<file path="config.mk">
export PLATFORM = sky130hd
export DESIGN_NAME = latch_chain_writer
export DESIGN_NICKNAME = d
export VERILOG_FILES = /design/src/rtl/latch_chain_writer.sv
export SDC_FILE = /design/constraint.sdc
export NUM_CORES = 1
export LEC_CHECK = 0
export ABC_AREA = 1
export CORE_ASPECT_RATIO = 0.9
export CORE_UTILIZATION = 44
export CTS_CLUSTER_DIAMETER = 120
export DETAILED_ROUTE_END_ITERATION = 7
export MAX_ROUTING_LAYER = met4
export PLACE_DENSITY_LB_ADDON = 0.08
export SLEW_MARGIN = 20
export SYNTH_ARGS = -nofsm -noshare
export SYNTH_HDL_FRONTEND = slang
export SYNTH_SLANG_ARGS = --single-unit
</file>
<file path="constraint.sdc">
create_clock -name clk -period 1.3 [get_ports clk]
set_input_delay 0.195 -clock clk [delete_from_list [all_inputs] [get_ports clk]]
set_output_delay 0.195 -clock clk [all_outputs]
set_load 0.01 [all_outputs]
</file>
<file path="src/rtl/latch_chain_writer.sv">
// latch_chain_writer: serialises a captured parallel word into a chain of
// level-sensitive gated D latches. Each bit is presented as a
// SETUP / GATE / HOLD sequence so that d_out is stable for a full cycle
// before the gate rises and after it falls. d_out changes only on the
// clock edge that enters SETUP.
// Optional feature macro: LCW_PARITY_EN. When it is defined, one extra
// even-parity bit (XOR of the captured word) is sent after the data bits.
module latch_chain_writer #(
  parameter int WIDTH       = 8,
  parameter int GATE_CYCLES = 1,
  parameter bit LSB_FIRST   = 1'b1
) (
  input  logic             clk,
  input  logic             rst,
  input  logic [WIDTH-1:0] data_in,
  input  logic             load_valid,
  output logic             load_ready,
  output logic             d_out,
  output logic             g_out,
  output logic             busy,
  output logic             done
);

`ifdef LCW_PARITY_EN
  localparam int NBITS = WIDTH + 1;
`else
  localparam int NBITS = WIDTH;
`endif

  // The bit counter can hold NBITS and the gate counter GATE_CYCLES without wrap.
  localparam int CW = $clog2(NBITS + 1);
  localparam int GW = $clog2(GATE_CYCLES + 1);
  localparam logic [CW-1:0] LAST_IDX  = CW'(NBITS - 1);
  localparam logic [GW-1:0] GATE_LAST = GW'(GATE_CYCLES - 1);

  typedef enum logic [2:0] {
    S_IDLE,
    S_SETUP,
    S_GATE,
    S_HOLD,
    S_DONE
  } state_t;

  state_t           state_q, state_d;
  logic [WIDTH-1:0] shreg_q, shreg_d;
  logic [CW-1:0]    bit_cnt_q, bit_cnt_d;
  logic [GW-1:0]    gate_cnt_q, gate_cnt_d;
  logic             data_bit;
  logic             cur_bit;

`ifdef LCW_PARITY_EN
  localparam logic [CW-1:0] PAR_IDX = CW'(WIDTH);
  logic parity_q, parity_d;
`endif

  // Bit currently on the wire: head of the shift register, or parity last.
  always_comb begin
    data_bit = LSB_FIRST ? shreg_q[0] : shreg_q[WIDTH-1];
`ifdef LCW_PARITY_EN
    cur_bit = (bit_cnt_q == PAR_IDX) ? parity_q : data_bit;
`else
    cur_bit = data_bit;
`endif
  end

  // Next-state logic: handshake capture, per-bit sequencing and bit advance.
  always_comb begin
    state_d    = state_q;
    shreg_d    = shreg_q;
    bit_cnt_d  = bit_cnt_q;
    gate_cnt_d = gate_cnt_q;
`ifdef LCW_PARITY_EN
    parity_d   = parity_q;
`endif
    case (state_q)
      S_IDLE: begin
        if (load_valid) begin
          shreg_d    = data_in;
          bit_cnt_d  = '0;
          gate_cnt_d = '0;
`ifdef LCW_PARITY_EN
          // Parity comes from the captured word, never from live data_in.
          parity_d   = ^data_in;
`endif
          state_d    = S_SETUP;
        end
      end
      S_SETUP: begin
        gate_cnt_d = '0;
        state_d    = S_GATE;
      end
      S_GATE: begin
        if (gate_cnt_q == GATE_LAST) begin
          state_d = S_HOLD;
        end else begin
          gate_cnt_d = gate_cnt_q + 1'b1;
        end
      end
      S_HOLD: begin
        if (bit_cnt_q == LAST_IDX) begin
          state_d = S_DONE;
        end else begin
          // Advancing here makes the new bit appear on the SETUP entry edge.
          bit_cnt_d = bit_cnt_q + 1'b1;
          shreg_d   = LSB_FIRST ? (shreg_q >> 1) : (shreg_q << 1);
          state_d   = S_SETUP;
        end
      end
      S_DONE: begin
        state_d = S_IDLE;
      end
      default: begin
        state_d = S_IDLE;
      end
    endcase
  end

  // State register with synchronous reset that aborts any word in flight.
  always_ff @(posedge clk) begin
    if (rst) begin
      state_q    <= S_IDLE;
      shreg_q    <= '0;
      bit_cnt_q  <= '0;
      gate_cnt_q <= '0;
`ifdef LCW_PARITY_EN
      parity_q   <= 1'b0;
`endif
    end else begin
      state_q    <= state_d;
      shreg_q    <= shreg_d;
      bit_cnt_q  <= bit_cnt_d;
      gate_cnt_q <= gate_cnt_d;
`ifdef LCW_PARITY_EN
      parity_q   <= parity_d;
`endif
    end
  end

  // Outputs decoded from registered state only; no path from load_valid.
  always_comb begin
    load_ready = (state_q == S_IDLE);
    busy       = (state_q == S_SETUP) || (state_q == S_GATE) || (state_q == S_HOLD);
    g_out      = (state_q == S_GATE);
    done       = (state_q == S_DONE);
    d_out      = busy & cur_bit;
  end

endmodule

</file>
==> results of run 1 <==
[worst min path at each step]
stage,to,slack [ns]
2_1_floorplan,bit_cnt_q[2]$_SDFFE_PP0P_,0.26
3_3_place_gp,shreg_q[7]$_SDFFE_PP0P_,0.45
5_1_grt,shreg_q[7]$_SDFFE_PP0P_,0.52
4_1_cts,shreg_q[7]$_SDFFE_PP0P_,0.48
6_report,shreg_q[7]$_SDFFE_PP0P_,0.50
3_5_place_dp,shreg_q[7]$_SDFFE_PP0P_,0.48
[layout make-up]
cell class / count / area (µm²)
Inverter: 16 / 62.6
Fill cell: 116 / 347
Sequential cell: 15 / 312
Clock buffer: 3 / 22.5
Timing Repair Buffer: 39 / 367
Tap cell: 24 / 30.0
Multi-Input combinational cell: 90 / 554
Clock inverter: 1 / 5.00
[timing repair]
item                                    in CTS  in global routing
pin swaps                                    6                  9
buffers inserted                             3                  2
cloned                                       1                  1
endpoints found under the setup margin      17                 18
gates resized for setup                     40                 30
[through the flow]
stage / TNS, ns / hold slack (ns) / area, µm² / setup WS, ns / std cells
2_1_floorplan: 0 / 0.264 / 818 / 0.0580 / 125
3_3_place_gp: -1.00 / 0.454 / 1100 / -0.0903 / 178
3_5_place_dp: -1.10 / 0.478 / 1100 / -0.136 / 178
4_1_cts: -0.0230 / 0.485 / 1240 / -0.0218 / 185
5_1_grt: -1.40 / 0.519 / 1350 / -0.146 / 188
6_report: -0.631 / 0.504 / 1350 / -0.0990 / 188
[sequential cells by signal (all words and copies together) (netlist names)]
name       count
shreg_q        8
bit_cnt_q      4
state_q        3
[cells by family after synthesis]
group                    after synthesis  synth area share
AND/OR/NAND/NOR                       80             0.436
buffers and inverters                 20             0.124
flip-flops                            15             0.367
AO/OA/AOI/OAI                          9            0.0581
adder cells (fa/ha/maj)                1            0.0153
[power by group through the flow]
stage                     Sequential (mW)  Combinational, mW  Clock [mW]
after floorplan                     0.558              0.264           0
after global placement              0.549              0.430           0
after detailed placement            0.552              0.445           0
after CTS                           0.556              0.520       0.275
after global routing                0.563              0.717       0.313
final                               0.558              0.662       0.280
[cell usage in the layout (no fill, tap or decap), types with 4 or more instances in the layout]
cell / n
sky130_fd_sc_hd__buf_2: 4
sky130_fd_sc_hd__buf_4: 18
sky130_fd_sc_hd__clkdlybuf4s50_1: 10
sky130_fd_sc_hd__dfxtp_1: 10
sky130_fd_sc_hd__inv_1: 14
sky130_fd_sc_hd__nand2_1: 21
sky130_fd_sc_hd__nand2_2: 12
sky130_fd_sc_hd__nand2_4: 7
sky130_fd_sc_hd__nor2_1: 18
sky130_fd_sc_hd__nor2_2: 6
sky130_fd_sc_hd__o21ai_0: 6
[routing by layer]
layer	global-route usage	up-vias	routed length (µm)
li1	-	462	-
met1	0.293	429	990
met2	0.378	29	1240
met3	0.0511	10	96
met4	0.0514	0	60
met5	-	-	0
[worst max-delay path, stage by stage (launching register included)]
cell                        delay (ns)
sky130_fd_sc_hd__dfxtp_2          0.35
sky130_fd_sc_hd__nor2_4           0.16
sky130_fd_sc_hd__nand2_2          0.08
sky130_fd_sc_hd__buf_6            0.12
sky130_fd_sc_hd__nand2_4          0.06
sky130_fd_sc_hd__nand3_4          0.14
sky130_fd_sc_hd__clkbuf_16        0.21
sky130_fd_sc_hd__nand2_2          0.06
sky130_fd_sc_hd__nand2_1          0.05
sky130_fd_sc_hd__nor2_1           0.10
==> out/metrics.sh, run 1 <==
LARGEST_NET_DEGREE_AT_THE_START_OF_GLOBAL_ROUTING=15
ROUTEDWLPERCELL_UM=12.7
FINALCRITPERIODSHARE=1.08
TERMINUS_OF_THE_CRITICAL_FLOP_TO_FLOP_PATH='shreg_q[1]$_SDFFE_PP0P_'
CTS_HTREE_LEVELS=1
GRT_PASS1_WL_UM=3280
DP.FINAL_HPWL_UM=1390
REMAINING_DRC_ERRORS=0
TOTALWIRELENGTH_UM=2380
INSERTION_DELAY_NS=0.29
CLOCKBUFFERDEPTH=2
SYNTH_ASYNC_SR_FLOP_SHARE=0
IRDROPWORSTVDD_mV=0.854
POSTLAYOUTCOREUTIL=0.796
YOSYSSEQAREASHARE=0.367
SYNTH.MOST_COMMON_CELL='sky130_fd_sc_hd__nand2_1'
COMB_POWER_SHARE=0.441
POST_SYN_INSTANCES=125
P_CLK_FRAC=0.187
SYNTH.TOP_CELLS.BY_AREA='sky130_fd_sc_hd__dfxtp_1, sky130_fd_sc_hd__nand2_1, sky130_fd_sc_hd__nor2_1'
ROW_COUNT=14
POWER.STATIC_LEAKAGE_nW=0.668
INITIAL_CORE_UTIL=0.482
ENDPOINT_KIND_OF_THE_WORST_SETUP_TIMING_PATH='flip-flop'
ROOT_BUFFER_MASTER='sky130_fd_sc_hd__clkbuf_4'
RESIDUAL_ANTENNA_VIOLATING_NET_COUNT_AFTER_DETAILED_ROUTING=0
SYNTH_EDF_COUNT=0
WORST_EP_ARRIVAL_TIME_NS=1.62
DR.PASS1.ITERS=4
DESIGN.DIE.AREA_UM2=2040
SYNTHDOMINANTAREACELLTYPE='sky130_fd_sc_hd__dfxtp_1'
FF2FF_SETUP_SLACK_NS=-0.1
CRIT_TYPE='flip-flop to flip-flop'
SETUP-VIOLATIONS-FINAL=12
CLOCK-SKEW-FINAL_NS=0.00202
CTS_TREE='done'
WORSTHOLDSTART='shreg_q[7]$_SDFFE_PP0P_'
IO_PINS=16
FINAL_NET_COUNT=177
CLK_TRANSITION_REPORTED_PATHS_NS=0.10
POWER_PER_UNIT_OF_STANDARD_CELL_AREA_nW_PER_UM2=1110
CRITICAL_PATH_PEAK_FANOUT=5
CTS-BUFFERS-INSERTED=3
POST_SYNTH.CELL_AREA_AVG_UM2=6.55
WORST-R2R-CELL-COUNT=9
OUTCOME='complete, but fails checks'
POWER_SHARE_OF_THE_SEQUENTIAL_GROUP=0.372
MAXCAPVIOLCOUNT=0
WORST_SLEW_MARGIN_REL=0.817
CORE_AREA_UM2=1700
GRT_PASS1_VIAS=784
AVGVIACOUNTPERCELL=4.95
HOLD-PATH-CELL-COUNT=2
DRIVE_ABOVE_1_SHARE=0.451
SYNTH-MAIN-FF-CELL='sky130_fd_sc_hd__dfxtp_1'
FINAL.SETUP.WORST_SLACK_NS=-0.0990
HOLD_VIOLATIONS=0
FINALWORSTPATHREQUIREDPERIOD_NS=1.40
FLOORPLAN.DIE.HEIGHT_UM=42.9
CTS.SINKS=15
CAPTURE_POINT_OF_THE_WORST_PATH='shreg_q[1]$_SDFFE_PP0P_'
NUMBER_OF_HOLD_REPAIR_BUFFERS_ADDED_AT_THE_CTS_STAGE=0
R2R_START='state_q[0]$_SDFFE_PP0P_'
YOSYSUNIQUECELLTYPES=20
SLEW_VIOL_FINAL=0
NETSWITCHINGPOWER_mW=0.537
VIA_COUNT=930
SYNTHTOLAYOUTAREAGROWTH_PCT=65.3
TIMING_WORST_SLEW_PIN_VALUE_NS=0.272
GLOBALROUTEOVERFLOWTOTAL=0
YOSYSWARNINGS=0
TIMING.CRITICAL_PATH.FROM='state_q[0]$_SDFFE_PP0P_'
STARTPOINT_TYPE='flip-flop'
DIEWIDTH_UM=47.5
SYNTH_TOP_AREA_FRAC=0.367
FMAXACHIEVABLE_MHz=715
SYNTHESIS.NETS=137
TRACK_USAGE=0.234
CELLINTERNALPOWER_mW=0.962
IO_BUFFER_COUNT=15
FAILED_CHECKS='negative setup slack'
FIRST_ITER_VIOLATIONS=27
NETLIST_TOP_CELLS_COUNT='sky130_fd_sc_hd__nand2_1, sky130_fd_sc_hd__nor2_1, sky130_fd_sc_hd__inv_1'
TOTAL_POWER_mW=1.50
GRT_ANTENNA_BEFORE_REPAIR=0
NETLIST_AREA_UM2=818
YOSYS_REGISTER_BITS=15
POWER.SWITCHING_FRACTION=0.358
TIMING.HOLD.WORST.CLASS='flip-flop to flip-flop'
PLACE.GP.CONGESTION=0.821
DIODES=0
GRT_SETUP_UNREPAIRED='yes'
WORST_EP_REQUIRED_TIME_NS=1.52
(Power assumes the default switching activity.)
==> run 2, diff against run 1 <==
--- a/config.mk
+++ b/config.mk
@@ -10,6 +10,7 @@
 export CORE_UTILIZATION = 44
 export CTS_CLUSTER_DIAMETER = 120
 export DETAILED_ROUTE_END_ITERATION = 7
+export GPL_TIMING_DRIVEN = 0
 export MAX_ROUTING_LAYER = met4
 export PLACE_DENSITY_LB_ADDON = 0.08
 export SLEW_MARGIN = 20
==> out/metrics.sh, run 2 (synthesized netlist as in run 1, its figures left out) <==
IO_PINS=16
FINALCRITPERIODSHARE=0.986
LAYOUT_COMMON_CELLS='sky130_fd_sc_hd__nand2_1, sky130_fd_sc_hd__nor2_1, sky130_fd_sc_hd__inv_1'
LAYOUTNONFILLERINSTCOUNT=177
POSTLAYOUTCOREUTIL=0.673
MULTI_INPUT_GATE_AREA_UM2=467
N_FILL_CELL=166
RESIDUAL_ANTENNA_VIOLATING_NET_COUNT_AFTER_DETAILED_ROUTING=0
SYNTHTOLAYOUTAREAGROWTH_PCT=39.8
FINAL_NET_COUNT=166
FINAL_COMMON_CELL='sky130_fd_sc_hd__nand2_1'
HOLD_VIOLATIONS=0
TIMING.CRITICAL_PATH.CELLS='nor2_4 > nand2_2 > inv_2 > buf_6'
VIA_COUNT=833
CTS-BUFFERS-INSERTED=3
SLEW_VIOL_FINAL=0
CLOCKBUFFERDEPTH=2
TOTALWIRELENGTH_UM=1970
CRIT_TYPE='flip-flop to output port'
LARGEST_REGISTER_FFS=8
TRACK_USAGE=0.238
FIRST_ITER_VIOLATIONS=13
ROW_COUNT=14
CLK_TRANSITION_REPORTED_PATHS_NS=0.09
ROOT_BUFFER_MASTER='sky130_fd_sc_hd__clkbuf_4'
DR.PASS1.ITERS=4
POWER.SWITCHING_FRACTION=0.337
CELLINTERNALPOWER_mW=0.852
TOTALNEGATIVESETUPSLACK_NS=0
DIEWIDTH_UM=47.5
GLOBALROUTEOVERFLOWTOTAL=0
POWER_SHARE_OF_THE_SEQUENTIAL_GROUP=0.438
POWER_PER_UNIT_OF_STANDARD_CELL_AREA_nW_PER_UM2=1120
WORST_EP_REQUIRED_TIME_NS=1.11
CTS_TREE='done'
GRT_PASS1_WL_UM=3290
CRITICAL_PATH_PEAK_FANOUT=6
CP_NUM_BUF_INV=2
CTS.SINKS=15
FF2FF_SETUP_SLACK_NS=0.04
WORST_EP_ARRIVAL_TIME_NS=1.09
DRIVE_ABOVE_1_SHARE=0.281
CTS_HTREE_LEVELS=1
DESIGN.DIE.AREA_UM2=2040
DP.FINAL_HPWL_UM=1290
STARTPOINT_TYPE='flip-flop'
AVGVIACOUNTPERCELL=4.71
POWER.STATIC_LEAKAGE_nW=0.558
GRT_PASS1_VIAS=792
P_CLK_FRAC=0.210
CPMAXSTAGEDELAYCELL='sky130_fd_sc_hd__dfxtp_4'
GRT_ANTENNA_BEFORE_REPAIR=0
OUTCOME='finished clean'
DIODES=0
CP_TOP_DELAY_FAMILY='flip-flops'
REMAINING_DRC_ERRORS=0
TIMING_WORST_SLEW_PIN_VALUE_NS=0.191
PLACE_INST=164
CORE_AREA_UM2=1700
WORST_SLEW_MARGIN_REL=0.872
ROUTEDWLPERCELL_UM=11.1
IO_BUFFER_COUNT=15
TOP_REGS='shreg_q: 8 flops, bit_cnt_q: 4 flops, state_q: 3 flops'
NUMBER_OF_HOLD_REPAIR_BUFFERS_ADDED_AT_THE_CTS_STAGE=0
MAXCAPVIOLCOUNT=0
PLACE.GP.CONGESTION=0.877
FINALWORSTPATHREQUIREDPERIOD_NS=1.28
SEQ_AREA_UM2=314
NETSWITCHINGPOWER_mW=0.434
CLOCK-SKEW-FINAL_NS=0.00198
ENDPOINT_KIND_OF_THE_WORST_SETUP_TIMING_PATH='output port'
SETUP-VIOLATIONS-FINAL=0
COMB_POWER_SHARE=0.352
TOP_REGISTER='shreg_q'
TIMING.HOLD.WORST.CLASS='flip-flop to flip-flop'
IRDROPWORSTVDD_mV=0.626
CRITICAL-PATH-MAX-STAGE-DELAY_NS=0.38
INSERTION_DELAY_NS=0.28
FLOORPLAN.DIE.HEIGHT_UM=42.9
INITIAL_CORE_UTIL=0.482
FMAXACHIEVABLE_MHz=780
LARGEST_NET_DEGREE_AT_THE_START_OF_GLOBAL_ROUTING=11
GRT_SETUP_UNREPAIRED='yes'
-- run 2: cell count changes in the layout (fill, tap and decap cells not counted), sizes merged --
| cell | previous run | this run |
|---|---|---|
| clkbuf | 5 | 6 |
| clkinv | 1 | 0 |
| buf | 27 | 16 |
-- run 2: stage by stage --
step / power [mW] / setup slack [ns] / instance area, µm² / hold WS, ns
CTS: 1.26 / 0.00428 / 1090 / 0.481
global placement: 0.933 / -0.270 / 998 / 0.458
floorplan: 0.822 / 0.0580 / 818 / 0.264
global route: 1.38 / -0.0514 / 1140 / 0.515
finish: 1.29 / 0.0177 / 1140 / 0.484
detailed placement: 0.944 / -0.277 / 998 / 0.462
-- run 2: cell type report --
cell class	instances	share of cell area
Tap cell	24	0.0263
Timing Repair Buffer	24	0.177
Buffer	4	0.0383
Clock buffer	4	0.0230
Inverter	16	0.0525
Sequential cell	15	0.275
Multi-Input combinational cell	90	0.408
-- run 2: path summary, 6_finish.rpt --
| check | to | depth (start not counted) | startpoint |
|---|---|---|---|
| setup / recovery | load_ready | 4 | state_q[0]$_SDFFE_PP0P_ |
| hold / removal | shreg_q[7]$_SDFFE_PP0P_ | 2 | shreg_q[7]$_SDFFE_PP0P_ |
| setup reg to reg | bit_cnt_q[3]$_SDFFE_PP0P_ | 7 | state_q[0]$_SDFFE_PP0P_ |
| hold reg to reg | shreg_q[7]$_SDFFE_PP0P_ | 2 | shreg_q[7]$_SDFFE_PP0P_ |
-- run 2: routing by layer --
layer,track usage,routed length (µm)
met1,0.268,910
met2,0.400,977
met3,0.0766,69
met4,0.0514,12
met5,-,0
-- run 2: worst reg2reg max path: stages, from the launching register on --
cell and delay, ns:
sky130_fd_sc_hd__dfxtp_4 0.38, sky130_fd_sc_hd__nor2_4 0.15, sky130_fd_sc_hd__nand3_1 0.18, sky130_fd_sc_hd__nand3_4 0.17, sky130_fd_sc_hd__buf_6 0.13, sky130_fd_sc_hd__nand2_1 0.05, sky130_fd_sc_hd__nand2_1 0.06, sky130_fd_sc_hd__nor2_1 0.04
-- run 2: power by group through the flow --
stage               combinational (mW)  sequential (mW)  clock, mW
floorplan                        0.264            0.558          0
global placement                 0.369            0.564          0
detailed placement               0.378            0.567          0
CTS                              0.420            0.557      0.279
global route                     0.506            0.570      0.307
finish                           0.453            0.563      0.270
-- run 2: repair_timing --
item,CTS,global route
setup buffers,5,3
endpoints found under the setup margin,17,15
pin swaps,2,3
gates resized for setup,36,13
cloned,1,0
==> run 3, diff against run 2 <==
--- a/config.mk
+++ b/config.mk
@@ -7,6 +7,7 @@
 export LEC_CHECK = 0
 export ABC_AREA = 1
 export CORE_ASPECT_RATIO = 0.9
+export CORE_MARGIN = 5
 export CORE_UTILIZATION = 44
 export CTS_CLUSTER_DIAMETER = 120
 export DETAILED_ROUTE_END_ITERATION = 7
==> out/metrics.sh, run 3 (synthesized netlist as in run 1, its figures left out) <==
INSERTION_DELAY_NS=0.29
HOLD_PATH_END='state_q[0]$_SDFFE_PP0P_'
LARGEST_REGISTER_FFS=8
AVGVIACOUNTPERCELL=4.70
FINAL_COMMON_CELL='sky130_fd_sc_hd__nand2_1'
POWER.STATIC_LEAKAGE_nW=0.563
DESIGN.DIE.AREA_UM2=2820
LARGEST_NET_DEGREE_AT_THE_START_OF_GLOBAL_ROUTING=11
STARTPOINT_TYPE='flip-flop'
CRITICAL-PATH-MAX-STAGE-DELAY_NS=0.41
DIEWIDTH_UM=55.5
REMAINING_DRC_ERRORS=0
FINAL.SETUP.WORST_SLACK_NS=0.000987
ROUTEDWLPERCELL_UM=11.3
CPMAXSTAGEDELAYCELL='sky130_fd_sc_hd__dfxtp_4'
FINALWORSTPATHREQUIREDPERIOD_NS=1.30
DP.FINAL_HPWL_UM=1260
ENDPOINT_KIND_OF_THE_WORST_SETUP_TIMING_PATH='output port'
WORSTHOLDSTART='state_q[2]$_SDFFE_PP0P_'
CLOCK-SKEW-FINAL_NS=0.00122
WORST_SLEW_MARGIN_REL=0.861
TOTAL_POWER_mW=1.30
TOP_REGISTER='shreg_q'
MAXCAPVIOLCOUNT=0
TIMING_WORST_SLEW_PIN_VALUE_NS=0.208
HOLD_VIOLATIONS=0
OUTCOME='finished clean'
DIODES=0
SLEW_VIOL_FINAL=0
IO_PINS=16
GRT_ANTENNA_BEFORE_REPAIR=0
CORE_AREA_UM2=1720
CTS-BUFFERS-INSERTED=3
ROOT_BUFFER_MASTER='sky130_fd_sc_hd__clkbuf_4'
CLOCKBUFFERDEPTH=2
GRT_SETUP_UNREPAIRED='yes'
CP_NUM_BUF_INV=1
CRIT_TYPE='flip-flop to output port'
TERMINUS_OF_THE_CRITICAL_FLOP_TO_FLOP_PATH='bit_cnt_q[0]$_SDFFE_PP0P_'
FINAL_NET_COUNT=162
CP_TOP_DELAY_FAMILY='flip-flops'
GLOBALROUTEOVERFLOWTOTAL=0
GRT_PASS1_WL_UM=3040
DRIVE_ABOVE_1_SHARE=0.295
GRT_PASS1_VIAS=705
WORST_EP_ARRIVAL_TIME_NS=1.10
FMAXACHIEVABLE_MHz=770
FIRST_ITER_VIOLATIONS=8
TOTALWIRELENGTH_UM=1950
SYNTHTOLAYOUTAREAGROWTH_PCT=40.7
FINALCRITPERIODSHARE=0.999
CTS_HTREE_LEVELS=1
WORST_EP_REQUIRED_TIME_NS=1.11
R2R_START='bit_cnt_q[0]$_SDFFE_PP0P_'
PLACE.GP.CONGESTION=0.807
FLOORPLAN.DIE.HEIGHT_UM=50.9
IO_BUFFER_COUNT=15
CTS_TREE='done'
WORST-R2R-CELL-COUNT=9
FF2FF_SETUP_SLACK_NS=0.01
CLK_TRANSITION_REPORTED_PATHS_NS=0.09
VIA_COUNT=813
POWER_PER_UNIT_OF_STANDARD_CELL_AREA_nW_PER_UM2=1130
TRACK_USAGE=0.141
RESIDUAL_ANTENNA_VIOLATING_NET_COUNT_AFTER_DETAILED_ROUTING=0
CTS.SINKS=15
TIMING.CRITICAL_PATH.CELLS='nor2_4 > nor2_1 > clkdlybuf4s15_2'
DR.PASS1.ITERS=2
HOLD-PATH-CELL-COUNT=1
IRDROPWORSTVDD_mV=0.870
NUMBER_OF_HOLD_REPAIR_BUFFERS_ADDED_AT_THE_CTS_STAGE=0
MINIMUM_SETUP_SLACK_AFTER_PLACEMENT_NS=-0.259
TIMING.HOLD.WORST.CLASS='flip-flop to flip-flop'
ROW_COUNT=14
TOP_REGS='shreg_q: 8 flops, bit_cnt_q: 4 flops, state_q: 3 flops'
CRITICAL_PATH_PEAK_FANOUT=6
WHS_NS=0.486
SETUP-VIOLATIONS-FINAL=0
LAYOUT_COMMON_CELLS='sky130_fd_sc_hd__nand2_1, sky130_fd_sc_hd__nor2_1, sky130_fd_sc_hd__inv_1'
INITIAL_CORE_UTIL=0.477
==> run 3: cell types whose count changed in the layout (fill, tap and decap cells not counted), moves of 2 or more <==
cell                      delta
sky130_fd_sc_hd__buf_4       -3
sky130_fd_sc_hd__nand2_1     -3
sky130_fd_sc_hd__o21ai_0     +3
sky130_fd_sc_hd__o21ai_1     -3
sky130_fd_sc_hd__a21oi_1     -2
sky130_fd_sc_hd__a21oi_2     +2
sky130_fd_sc_hd__nand2_4     +2
==> run 3: repair_timing <==
action,in CTS,in global routing
hold endpoints to repair,0,0
resized for setup,32,24
cloned,0,1
setup buffers,1,3
setup endpoints to repair,16,15
pin swaps,1,4
==> run 3: metal layers <==
metal | track usage | share of wire
met1 | 0.153 | 0.46
met4 | 0.0972 | 0.026
met2 | 0.224 | 0.47
met3 | 0.0403 | 0.040
met5 | - | 0
==> run 3: layout make-up <==
cell class,count,area [µm²]
Buffer,4,47.5
Fill cell,160,566
Sequential cell,15,317
Multi-Input combinational cell,90,492
Timing Repair Buffer,20,179
Clock buffer,4,26.3
Tap cell,24,30.0
Inverter,16,60.1
==> run 3: stage by stage <==
| step | util | instance area, µm² | std cells | setup TNS [ns] |
|---|---|---|---|---|
| after floorplan | - | 818 | 125 | 0 |
| after global placement | 0.582 | 998 | 164 | -1.70 |
| after detailed placement | 0.582 | 998 | 164 | -1.83 |
| after CTS | 0.606 | 1040 | 169 | -0.214 |
| after global routing | 0.671 | 1150 | 173 | -1.00 |
| final | 0.671 | 1150 | 173 | 0 |
==> run 3: power breakdown <==
group | leakage, nW | switching (mW) | internal, mW
clock network | 0.0150 | 0.160 | 0.119
logic | 0.421 | 0.239 | 0.216
registers | 0.127 | 0.0469 | 0.521
==> run 3: worst max-delay path by stage <==
| stage | startpoint | end | slack (ns) | depth (start not counted) |
|---|---|---|---|---|
| after floorplan | bit_cnt_q[0]$_SDFFE_PP0P_ | shreg_q[5]$_SDFFE_PP0P_ | 0.06 | 9 |
| after global placement | state_q[0]$_SDFFE_PP0P_ | load_ready | -0.23 | 4 |
| after detailed placement | state_q[0]$_SDFFE_PP0P_ | load_ready | -0.26 | 4 |
| after CTS | bit_cnt_q[0]$_SDFFE_PP0P_ | bit_cnt_q[0]$_SDFFE_PP0P_ | -0.03 | 9 |
| after global routing | bit_cnt_q[1]$_SDFFE_PP0P_ | shreg_q[2]$_SDFFE_PP0P_ | -0.09 | 9 |
| final | state_q[0]$_SDFFE_PP0P_ | busy | 0.001 | 3 |
